<file path="src/rtl/serial_subtractor.sv">
// Bit-serial subtractor, one full-subtractor slice per cycle LSB first; done pulses WIDTH cycles after start is taken.
// Start is taken only in IDLE or DONE and is ignored while busy; all outputs are registered.
module serial_subtractor #(
  parameter int WIDTH = 8
) (
  input  logic             clk,
  input  logic             reset,
  input  logic             start,
  input  logic [WIDTH-1:0] a,
  input  logic [WIDTH-1:0] b,
  output logic             busy,
  output logic             done,
  output logic [WIDTH-1:0] diff,
  output logic             borrow_out,
  output logic             ovf
);

  localparam int               CNT_W    = $clog2(WIDTH) + 1;
  localparam logic [CNT_W-1:0] LAST_BIT = CNT_W'(WIDTH - 1);

  typedef enum logic [1:0] {
    IDLE,
    RUN,
    DONE
  } state_t;

  state_t           state;
  state_t           state_nxt;
  logic             accept;
  logic             last_bit;

  logic [WIDTH-1:0] a_sh;
  logic [WIDTH-1:0] b_sh;
  logic [WIDTH-2:0] d_sh;
  logic [CNT_W-1:0] bit_cnt;
  logic             br;

  logic             ai;
  logic             bi;
  logic             d;
  logic             br_nxt;
  logic [WIDTH-1:0] d_cat;

  // Current bit slice; d_cat is the difference as it will look once this bit is shifted in.
  assign ai     = a_sh[0];
  assign bi     = b_sh[0];
  assign d      = ai ^ bi ^ br;
  assign br_nxt = (~ai & bi) | (~(ai ^ bi) & br);
  assign d_cat  = {d, d_sh};

  always_ff @(posedge clk or posedge reset) begin
    if (reset) begin
      state <= IDLE;
    end else begin
      state <= state_nxt;
    end
  end

  always_comb begin
    state_nxt = state;
    accept    = 1'b0;
    last_bit  = 1'b0;
    case (state)
      IDLE: begin
        if (start) begin
          accept    = 1'b1;
          state_nxt = RUN;
        end
      end
      RUN: begin
        last_bit = (bit_cnt == LAST_BIT);
        if (last_bit) begin
          state_nxt = DONE;
        end
      end
      DONE: begin
        if (start) begin
          accept    = 1'b1;
          state_nxt = RUN;
        end else begin
          state_nxt = IDLE;
        end
      end
      default: state_nxt = IDLE;
    endcase
  end

  always_ff @(posedge clk or posedge reset) begin
    if (reset) begin
      a_sh    <= '0;
      b_sh    <= '0;
      d_sh    <= '0;
      bit_cnt <= '0;
      br      <= 1'b0;
    end else if (accept) begin
      a_sh    <= a;
      b_sh    <= b;
      d_sh    <= '0;
      bit_cnt <= '0;
      br      <= 1'b0;
    end else if (state == RUN) begin
      a_sh <= a_sh >> 1;
      b_sh <= b_sh >> 1;
      d_sh <= d_cat[WIDTH-1:1];
      br   <= br_nxt;
      // Counter parks on the terminal value rather than wrapping.
      if (!last_bit) begin
        bit_cnt <= bit_cnt + CNT_W'(1);
      end
    end
  end

  // On the last slice a_sh[0]/b_sh[0] hold the operand MSBs, so overflow needs no extra state.
  always_ff @(posedge clk or posedge reset) begin
    if (reset) begin
      busy       <= 1'b0;
      done       <= 1'b0;
      diff       <= '0;
      borrow_out <= 1'b0;
      ovf        <= 1'b0;
    end else begin
      busy <= (state_nxt == RUN);
      done <= last_bit;
      if (last_bit) begin
        diff       <= d_cat;
        borrow_out <= br_nxt;
        ovf        <= (ai ^ bi) & (ai ^ d);
      end
    end
  end

endmodule

</file>
<file path="config.mk">
export PLATFORM = sky130hd
export DESIGN_NAME = serial_subtractor
export DESIGN_NICKNAME = d
export VERILOG_FILES = /design/src/rtl/serial_subtractor.sv
export SDC_FILE = /design/constraint.sdc
export NUM_CORES = 1
export LEC_CHECK = 0
export CORE_MARGIN = 3
export CORE_UTILIZATION = 46
export CTS_CLUSTER_SIZE = 16
export DETAILED_ROUTE_END_ITERATION = 7
export GPL_TIMING_DRIVEN = 0
export PLACE_DENSITY = 0.75
export SETUP_SLACK_MARGIN = 0.5
export SKIP_CTS_REPAIR_TIMING = 1
export SLEW_MARGIN = 20
export SYNTH_ARGS = -nofsm -noshare
export SYNTH_HDL_FRONTEND = slang
export SYNTH_SLANG_ARGS = --single-unit
</file>
<file path="constraint.sdc">
create_clock -name clk -period 1.7 [get_ports clk]
set_clock_uncertainty 0.1 [all_clocks]
set_input_delay 0.34 -clock clk [delete_from_list [all_inputs] [get_ports clk]]
set_output_delay 0.34 -clock clk [all_outputs]
set_load 0.05 [all_outputs]
</file>
==> impl_metrics.json <==
{
  "grt_pass1_wl_mm": 6.02,
  "slowest_delay_ns": 0.61,
  "ant_nets": 0,
  "drtIter0Drc": 103,
  "core_sq_um": 3520,
  "synth_warnings": 0,
  "drive_gt1_share_pct": 42.6,
  "powerDensity_nw_per_um2": 2150,
  "via_per_inst": 5.44,
  "clockRootBuffer": "clkbuf_8",
  "die_width_um": 67.9,
  "num_rows": 21,
  "cap_violations": 0,
  "dp_hpwl_mm": 2.46,
  "htreeDepth": 2,
  "power.total_mw": 5.80,
  "rsz0062_at_grt": "true",
  "first_pass_iters": 4,
  "slew_headroom_pct": 68.2,
  "pre_cts_slack_ns": -0.107,
  "vdd_drop_max_mv": 0.914,
  "vias": 1350,
  "grt_max_degree": 43,
  "cts_buffers": 5,
  "setup_ws_ns": -0.0405,
  "gp_congestion": 0.797,
  "dieArea_sq_um": 4610,
  "cts.reportedPaths.clkPinSlew_ns": 0.08,
  "cts.sinks": 42,
  "violations": "setup timing",
  "layout_min_cycle_time_ns": 1.74,
  "leakage_nw": 1.26,
  "cp_cell_sequence": "inv_2 -> fa_1 -> xor2_1 -> nor2_1 -> mux2_2",
  "cts_tree": "yes",
  "nNetsFinal": 223,
  "die_height_um": 67.9,
  "status": "complete, but fails checks",
  "ys_ff_latch": 42,
  "clkLatencyLatePin_ns": 0.30,
  "syn-num-nets": 166,
  "syn_avg_cell_area_sq_um": 12.2,
  "overflow": 0,
  "r2r_cells": 5,
  "dp_cells": 220,
  "final_cell_mix": "41 x dfrtp_1, 25 x buf_6, 18 x nand2_1",
  "syn_area_sq_um": 1760,
  "route.detailed.drc": 0,
  "antenna_found_initial": 0,
  "grt_pass1_vias": 1282,
  "end_kind": "register",
  "hp-class": "in2async",
  "portBuffers": 30,
  "crit_buf_inv": 1,
  "layout.cells.non_filler": 248,
  "worst_path_max_delay_cell": "fa_1",
  "timing.final.crit_share_pct": 102,
  "max_slew.worst_pin.slew_ns": 0.475,
  "synth_top_cell_by_area": "dfrtp_1",
  "critPathKind": "reg2reg",
  "syn_inst": 144,
  "wire_per_inst_um": 17.5,
  "area_delta_synth_final_pct": 53.2,
  "crit_family": "adder cells",
  "synth_top_area_share_pct": 59.7,
  "initial_core_util_pct": 50.0,
  "diodes": 0,
  "maxSlewViolCount": 0,
  "fin_util_pct": 76.6,
  "startpoint_type": "register",
  "fmax_mhz": 575,
  "io_pins": 31,
  "hold_viol": 0,
  "crit_cells": 5,
  "yosysSeqAreaShare_pct": 59.7,
  "grt_usage_pct": 17.8,
  "setup_viol": 1,
  "required_ns": 1.79,
  "crit_fanout": 3,
  "cts_buffer_depth": 2,
  "layout_commonest_cell": "dfrtp_1",
  "ys_types": 29,
  "cp.arrival_ns": 1.83,
  "finalWirelength_mm": 4.35,
  "synthTopCellsByArea": "dfrtp_1 60%, a22oi_1 6.0%, mux2_2 5.8%"
}
==> cells in the mapped netlist <==
| cell | instances |
|---|---|
| dfrtp_1 | 42 |
| nand2_1 | 19 |
| a22oi_1 | 14 |
| nand3_1 | 13 |
| a22o_1 | 9 |
| mux2_2 | 9 |
| buf_2 | 6 |
| inv_1 | 4 |
| mux2i_1 | 4 |
| buf_6 | 2 |
| ha_1 | 2 |
| nand2b_1 | 2 |
| nor3_1 | 2 |
| a21oi_1 | 1 |
| a221o_1 | 1 |
| and2b_1 | 1 |
| and3_1 | 1 |
| buf_4 | 1 |
| clkbuf_1 | 1 |
| fa_1 | 1 |
| nand4_1 | 1 |
| nor2_1 | 1 |
| nor2_4 | 1 |
| nor2b_1 | 1 |
| nor3_4 | 1 |
| o21ai_0 | 1 |
| o2bb2ai_1 | 1 |
| or2_2 | 1 |
| xor2_1 | 1 |
==> per-layer routing <==
metal	wire (um)	part of all wire (%)	global-route usage, %
met3	233	5.4	6.08
met5	0	0	0
met4	112	2.6	8.68
met2	2210	51	27.1
met1	1800	41	22.7
==> where the power goes <==
part	switching, mW	internal (mW)	total (mW)	leakage, nW
Sequential	0.372	1.44	1.81	0.528
Clock	0.331	0.439	0.770	0.0524
Combinational	1.56	1.67	3.22	0.677
Total	2.26	3.54	5.80	1.26
==> through the flow <==
step	setup TNS (ns)	instance area (sq um)	hold WS, ns
final	-0.0405	2700	0.413
after global routing	-0.108	2700	0.451
after CTS	-2.29	2340	0.412
after detailed placement	-0.893	2240	0.395
after global placement	-0.431	2240	0.382
after floorplan	0	1880	0.232
==> final timing paths <==
| kind | start | endpoint | slack, ns |
|---|---|---|---|
| worst max-delay path | a_sh[0] | ovf | -0.04 |
| worst min-delay path | reset | d_sh[3] | 0.41 |
| worst max register to register | a_sh[0] | ovf | -0.04 |
| worst min register to register | b_sh[3] | b_sh[3] | 0.42 |
| max in group asynchronous | reset | state[0] | 0.77 |
| min in group clk | b_sh[3] | b_sh[3] | 0.42 |
==> state kept, by name, indices dropped and copies added, names as in the netlist <==
signal      cells
br              1
bit_cnt         4
d_sh            7
a_sh            8
busy            1
ovf             1
state           2
diff            8
borrow_out      1
b_sh            8
done            1
==> layout make-up <==
class | instances | area, sq um
Tap cell | 46 | 57.6
Fill cell | 235 | 825
Timing Repair inverter | 1 | 7.51
Clock buffer | 7 | 76.3
Clock inverter | 1 | 30.0
Multi-Input combinational cell | 89 | 805
Buffer | 10 | 128
Inverter | 4 | 18.8
Timing Repair Buffer | 48 | 522
Sequential cell | 42 | 1050
==> logic make-up after synthesis <==
| family | synth area share [%] |
|---|---|
| AO/OA/AOI/OAI | 12.1 |
| flip-flops | 59.7 |
| buffers and inverters | 4.48 |
| adder cells (fa/ha/maj) | 2.56 |
| XOR/XNOR | 0.498 |
| AND/OR/NAND/NOR | 12.7 |
| multiplexers | 8.03 |
(Power assumes the default switching activity.)
